[src/rtl/uart_rx_pkg.sv]
// Shared types and widths for the UART receive front end.
package uart_rx_pkg;

    localparam int unsigned DATA_BITS  = 8;
    localparam int unsigned BAUD_CNT_W = 16;

    typedef enum logic [2:0] {
        IDLE,
        START,
        DATA,
        STOP,
        WAIT_HIGH
    } t_rx_state;

endpackage

[src/rtl/uart_rx_frame_fifo.sv]
// Show-ahead synchronous FIFO: head always presents the oldest entry.
// A push while full is accepted only when a pop happens in the same cycle.
module sync_fifo #(
    parameter int unsigned WIDTH      = 8,
    parameter int unsigned LOG2_DEPTH = 3
) (
    input  logic                  clk,
    input  logic                  rst,
    input  logic                  push,
    input  logic [WIDTH-1:0]      push_data,
    input  logic                  pop,
    output logic [WIDTH-1:0]      head,
    output logic                  full,
    output logic                  empty,
    output logic [LOG2_DEPTH:0]   count
);

    localparam int unsigned DEPTH = 2 ** LOG2_DEPTH;
    localparam int unsigned CNT_W = LOG2_DEPTH + 1;
    localparam int unsigned PTR_W = LOG2_DEPTH;

    logic [WIDTH-1:0] mem [DEPTH];
    logic [PTR_W-1:0] wr_ptr;
    logic [PTR_W-1:0] rd_ptr;
    logic             do_push;
    logic             do_pop;

    assign empty   = (count == '0);
    assign full    = (count == CNT_W'(DEPTH));
    assign do_pop  = pop && !empty;
    assign do_push = push && (!full || do_pop);
    assign head    = mem[rd_ptr];

    always_ff @(posedge clk) begin
        if (rst) begin
            wr_ptr <= '0;
            rd_ptr <= '0;
            count  <= '0;
            for (int i = 0; i < int'(DEPTH); i++) begin
                mem[i] <= '0;
            end
        end else begin
            if (do_push) begin
                mem[wr_ptr] <= push_data;
                wr_ptr      <= wr_ptr + PTR_W'(1);
            end
            if (do_pop) begin
                rd_ptr <= rd_ptr + PTR_W'(1);
            end
            if (do_push && !do_pop) begin
                count <= count + CNT_W'(1);
            end else if (!do_push && do_pop) begin
                count <= count - CNT_W'(1);
            end
        end
    end

endmodule

[src/rtl/uart_rx_frame.sv]
// 8N1 UART receiver with input synchroniser, framing/overflow flags and a
// show-ahead byte FIFO feeding the command parser.
module uart_rx_frame
    import uart_rx_pkg::*;
#(
    parameter int unsigned CLKS_PER_BIT    = 434,
    parameter int unsigned LOG2_FIFO_DEPTH = 3
) (
    input  logic                       clk,
    input  logic                       rst,
    input  logic                       rx_i,
    input  logic                       rd_en,
    output logic [DATA_BITS-1:0]       rx_data,
    output logic                       rx_valid,
    output logic [LOG2_FIFO_DEPTH:0]   fifo_count,
    output logic                       frame_err,
    output logic                       overflow
);

    localparam int unsigned BIT_IDX_W = $clog2(DATA_BITS);
    localparam logic [BAUD_CNT_W-1:0] HALF_LAST = BAUD_CNT_W'(CLKS_PER_BIT / 2 - 1);
    localparam logic [BAUD_CNT_W-1:0] BIT_LAST  = BAUD_CNT_W'(CLKS_PER_BIT - 1);
    localparam logic [BIT_IDX_W-1:0]  IDX_LAST  = BIT_IDX_W'(DATA_BITS - 1);

    logic                   rx_meta;
    logic                   rx_s;
    t_rx_state              state;
    logic [BAUD_CNT_W-1:0]  baud_cnt;
    logic [BIT_IDX_W-1:0]   bit_idx;
    logic [DATA_BITS-1:0]   shift_reg;
    logic                   stop_sample_c;
    logic                   push_c;
    logic                   fifo_full;
    logic                   fifo_empty;

    // Push lands in the FIFO on the stop-sample edge so the byte shows next cycle.
    assign stop_sample_c = (state == STOP) && (baud_cnt == BIT_LAST);
    assign push_c        = stop_sample_c && rx_s;
    assign rx_valid      = !fifo_empty;

    always_ff @(posedge clk) begin
        if (rst) begin
            rx_meta <= 1'b1;
            rx_s    <= 1'b1;
        end else begin
            rx_meta <= rx_i;
            rx_s    <= rx_meta;
        end
    end

    always_ff @(posedge clk) begin
        if (rst) begin
            state     <= IDLE;
            baud_cnt  <= '0;
            bit_idx   <= '0;
            shift_reg <= '0;
            frame_err <= 1'b0;
            overflow  <= 1'b0;
        end else begin
            frame_err <= 1'b0;
            overflow  <= 1'b0;
            case (state)
                IDLE: begin
                    if (!rx_s) begin
                        state    <= START;
                        baud_cnt <= '0;
                    end
                end
                START: begin
                    if (baud_cnt == HALF_LAST) begin
                        baud_cnt <= '0;
                        if (!rx_s) begin
                            state   <= DATA;
                            bit_idx <= '0;
                        end else begin
                            state <= IDLE;
                        end
                    end else begin
                        baud_cnt <= baud_cnt + BAUD_CNT_W'(1);
                    end
                end
                DATA: begin
                    if (baud_cnt == BIT_LAST) begin
                        baud_cnt  <= '0;
                        shift_reg <= {rx_s, shift_reg[DATA_BITS-1:1]};
                        bit_idx   <= bit_idx + BIT_IDX_W'(1);
                        if (bit_idx == IDX_LAST) begin
                            state <= STOP;
                        end
                    end else begin
                        baud_cnt <= baud_cnt + BAUD_CNT_W'(1);
                    end
                end
                STOP: begin
                    if (baud_cnt == BIT_LAST) begin
                        baud_cnt <= '0;
                        if (rx_s) begin
                            state    <= IDLE;
                            overflow <= fifo_full && !(rd_en && rx_valid);
                        end else begin
                            state     <= WAIT_HIGH;
                            frame_err <= 1'b1;
                        end
                    end else begin
                        baud_cnt <= baud_cnt + BAUD_CNT_W'(1);
                    end
                end
                WAIT_HIGH: begin
                    if (rx_s) begin
                        state <= IDLE;
                    end
                end
                default: begin
                    state <= IDLE;
                end
            endcase
        end
    end

    sync_fifo #(
        .WIDTH      (DATA_BITS),
        .LOG2_DEPTH (LOG2_FIFO_DEPTH)
    ) u_fifo (
        .clk       (clk),
        .rst       (rst),
        .push      (push_c),
        .push_data (shift_reg),
        .pop       (rd_en),
        .head      (rx_data),
        .full      (fifo_full),
        .empty     (fifo_empty),
        .count     (fifo_count)
    );

endmodule

[config.mk]
export PLATFORM = sky130hd
export DESIGN_NAME = uart_rx_frame
export DESIGN_NICKNAME = d
export VERILOG_FILES = /design/src/rtl/uart_rx_pkg.sv /design/src/rtl/uart_rx_frame_fifo.sv /design/src/rtl/uart_rx_frame.sv
export SDC_FILE = /design/constraint.sdc
export NUM_CORES = 1
export LEC_CHECK = 0
export ABC_AREA = 1
export CAP_MARGIN = 30
export CORE_UTILIZATION = 56
export CTS_CLUSTER_DIAMETER = 200
export CTS_CLUSTER_SIZE = 24
export DETAILED_ROUTE_END_ITERATION = 6
export GPL_TIMING_DRIVEN = 0
export PLACE_DENSITY = 0.84
export SLEW_MARGIN = 20
export SYNTH_ARGS = -nofsm -noshare
export SYNTH_HDL_FRONTEND = slang
export SYNTH_SLANG_ARGS = --single-unit
[constraint.sdc]
create_clock -name clk -period 4.1 [get_ports clk]
set_clock_uncertainty 0.05 [all_clocks]
set_input_delay 1.23 -clock clk [delete_from_list [all_inputs] [get_ports clk]]
set_output_delay 1.23 -clock clk [all_outputs]
set_load 0.1 [all_outputs]
==> flow_summary.yaml <==
worst_setup_path:
  worst_r2r_endpoint: "u_fifo.count[3]"
  critical_path_fanouts_max: 10
  timing.critical_path.slowest_stage_cell: "sky130_fd_sc_hd__clkdlybuf4s15_1"
  cp_arrival_ns: 2.68
  cpMostUsedCell: "sky130_fd_sc_hd__nand2_1"
  worst-endpoint-required_ns: 2.82
  path_cells: "inv_1 -> clkbuf_1 -> nor2_1 -> o32ai_1 -> nand2_1 -> nand2_1 -> clkdlybuf4s15_1"
  setup.reg_to_reg.worst_slack_ns: 1.38
  reg2regPathDepth: 17
  setup.worst_path.end_class: "output port"
  worstSetupPathType: "reg -> out"
  cp_slowest_stage_delay_ns: 0.82
  critical_path.startpoint_type: "flip-flop"
  r2r-start: "baud_cnt[1]"
run:
  drv.max_cap_violation_count: 0
sta:
  max_freq_ghz: 0.253
  report.final.slew_viol_count: 0
  layout_min_cycle_time_ns: 3.96
  setup_viol: 0
  worstMarginPinSlew_ns: 0.980
  min_period_over_period: 0.966
  rsz0062_at_grt: "false"
  timing.final.hold_violations: 0
  totalNegativeSetupSlack_ns: 0
  worst_hold_slack_ns: 0.385
  timing.slew.headroom: 0.345
logic_synthesis:
  largest_area_contributor_in_the_synthesized_netlist: "sky130_fd_sc_hd__edfxtp_1"
  netlist.area_leader.share: 0.363
  yosys_warnings: 0
  netlist_top_cells_area: "sky130_fd_sc_hd__edfxtp_1, sky130_fd_sc_hd__dfxtp_1, sky130_fd_sc_hd__nor2_1"
  synth_cells: 611
  synth_cell_type_count: 37
  post_synth.cell_area_avg_um2: 8.66
  ys_ff_latch: 111
  yosysSeqAreaShare: 0.541
  post_synth_instance_area_mm2: 0.00529
  synth_fp_nets: 626
detailed_routing:
  met3_length_um: 822
  drtAntennaViolNets: 0
  detail_route.wl_per_cell_um: 15.7
  dr.pass1.iters: 5
  finalWirelength_um: 11900
  met2_wirelength_um: 5750
  routedLengthMet1_um: 5080
  dr.first_iter.drc_count: 277
  detail_route.drc_violations: 0
  post_drt_via_cell_ratio: 5.70
  num_vias: 4307
  maxUsedRoutingLayer: "met4"
power:
  net_load_switching_power_mw: 1.71
  vdd_drop_max_mv: 0.756
  sequentialPowerShare: 0.379
  total_power_mw: 3.56
  internal_power_mw: 1.85
  power_frac_comb: 0.451
  power_switching_share: 0.479
  share_clk_of_total_power: 0.170
  pwrdens_mw_per_mm2: 619
  power_leakage_nw: 2.12
clock_network:
  clock_root_buffer: "sky130_fd_sc_hd__clkbuf_8"
  htree_levels: 3
  tritoncts_num_sinks: 111
  cts_setup_buffers: 0
  cts_max_path_buffers: 2
  clk_latency_ns: 0.37
  cts_tree: "built"
  cts_buffers: 9
  cts.clk_slew.worst_paths_ns: 0.11
finish:
  areaGrowthSynthToFinish_pct: 8.68
  final_cell_area_mm2: 0.00575
  layout.nets: 655
  n_fill_cell: 780
  final_core_utilization: 0.625
  drive_above_1_share: 0.0760
  most_common_cell_after_layout_fill_and_taps_aside: "sky130_fd_sc_hd__nor2_1"
  largest_reg_flops: 64
  most_used_cells_in_the_layout_excluding_fill_and_tap_cells: "sky130_fd_sc_hd__nor2_1, sky130_fd_sc_hd__nand2_1, sky130_fd_sc_hd__edfxtp_1"
  diodes: 0
status:
  run_status: "finished clean"
grt:
  antenna_found_initial: 0
  grt_util_all_layers: 0.255
  grt_max_degree: 19
  grt_pass1_wl_um: 19500
  number_of_global_route_vias_before_repair: 4077
  grt-ovfl-total: 0
die:
  design.core.area_mm2: 0.00920
  placement_rows: 35
  die_y_um: 99.2
  num_io_pins: 19
  die-width_um: 99.2
  fp.dieArea_mm2: 0.00984
  initial_core_util: 0.576
placed_design:
  numPortBuffers: 18
  placedInstanceArea_mm2: 0.00561
  gp_routability_congestion: 0.935
  hpwlAfterDp_um: 8510
min_path:
  timing.hold.worst_endpoint: "rx_s"
  hp-start: "rx_meta"
  holdCritPathClass: "reg -> reg"
  hold-path-cell-count: 1
## cell usage after synthesis
master / n
sky130_fd_sc_hd__a21boi_0: 1
sky130_fd_sc_hd__a21o_1: 1
sky130_fd_sc_hd__a21oi_1: 26
sky130_fd_sc_hd__buf_12: 1
sky130_fd_sc_hd__buf_2: 3
sky130_fd_sc_hd__buf_4: 1
sky130_fd_sc_hd__buf_6: 1
sky130_fd_sc_hd__clkbuf_1: 15
sky130_fd_sc_hd__clkinv_1: 9
sky130_fd_sc_hd__clkinv_2: 1
sky130_fd_sc_hd__dfxtp_1: 47
sky130_fd_sc_hd__edfxtp_1: 64
sky130_fd_sc_hd__fa_1: 1
sky130_fd_sc_hd__ha_1: 10
sky130_fd_sc_hd__inv_1: 41
sky130_fd_sc_hd__inv_2: 2
sky130_fd_sc_hd__nand2_1: 103
sky130_fd_sc_hd__nand2_2: 2
sky130_fd_sc_hd__nand3_1: 26
sky130_fd_sc_hd__nand3_4: 2
sky130_fd_sc_hd__nand3b_1: 1
sky130_fd_sc_hd__nand4_1: 4
sky130_fd_sc_hd__nand4_2: 4
sky130_fd_sc_hd__nand4_4: 3
sky130_fd_sc_hd__nor2_1: 165
sky130_fd_sc_hd__nor2_2: 3
sky130_fd_sc_hd__nor2_4: 2
sky130_fd_sc_hd__nor3_1: 5
sky130_fd_sc_hd__nor4_1: 1
sky130_fd_sc_hd__o211ai_1: 2
sky130_fd_sc_hd__o21ai_0: 38
sky130_fd_sc_hd__o21ai_2: 1
sky130_fd_sc_hd__o21bai_1: 1
sky130_fd_sc_hd__o32ai_1: 16
sky130_fd_sc_hd__or2_2: 2
sky130_fd_sc_hd__xnor2_1: 2
sky130_fd_sc_hd__xor2_1: 4
## stage by stage
| stage | instances | worst slack [ns] |
|---|---|---|
| floorplan | 611 | 0.659 |
| global placement | 740 | 0.269 |
| detailed placement | 740 | 0.228 |
| CTS | 756 | 0.0850 |
| global route | 756 | 0.00500 |
| finish | 756 | 0.140 |
## what timing repair did
action | CTS | global route
resized for setup | 8 | 14
cloned | 0 | 0
endpoints found under the setup margin | 8 | 8
hold buffers | 0 | 0
pin swaps | 0 | 0
endpoints found under the hold margin | 0 | 0
## power by group through the flow
stage / logic (mW) / registers, mW / clock network [mW]
floorplan: 1.14 / 1.49 / 0
CTS: 1.61 / 1.35 / 0.607
finish: 1.60 / 1.35 / 0.605
global route: 1.73 / 1.36 / 0.648
global placement: 1.60 / 1.37 / 0
detailed placement: 1.64 / 1.37 / 0
## critical path, delay by kind of cell, from the launching register on
kind,cells,cell delay (ns)
AO/OA/AOI/OAI,1,0.27
buffers and inverters,3,1.39
flip-flops,1,0.38
AND/OR/NAND/NOR,3,0.27
## routing by layer
layer | vias to the layer above | GRT usage
met2 | 187 | 0.429
met1 | 2017 | 0.330
li1 | 2082 | -
met3 | 21 | 0.0541
met4 | 0 | 0.0860
met5 | - | 0
## final cells by class
cell class              instances  area [um^2]  share of cell area
flip-flops and latches        111         2860               0.498
multi-input cells             426         2120               0.369
inverters                      53          200              0.0348
repair buffers                 18          150              0.0261
well taps                     111          139              0.0241
clock buffers                  10          128              0.0222
plain buffers                  21          110              0.0191
clock inverters                 6         42.5             0.00740
## cells by family (layout without fill, tap and decap cells)
kind of cell,count (synthesis),in the layout,synth area share
adders and majority gates,11,11,0.0274
DFF,111,111,0.541
xor gates and xnor gates,6,6,0.00993
buffers and inverters,74,108,0.0586
and+or+nand+nor,323,323,0.267
AOI/OAI and AO/OA,86,86,0.0957
## how the worst max path moves through the flow
stage,to
3_5_place_dp,rx_data[1]
3_3_place_gp,rx_data[3]
6_report,rx_data[6]
4_1_cts,rx_data[3]
5_1_grt,rx_data[4]
2_1_floorplan,u_fifo.count[3]
Note: power is estimated with default switching activity, not from simulation.
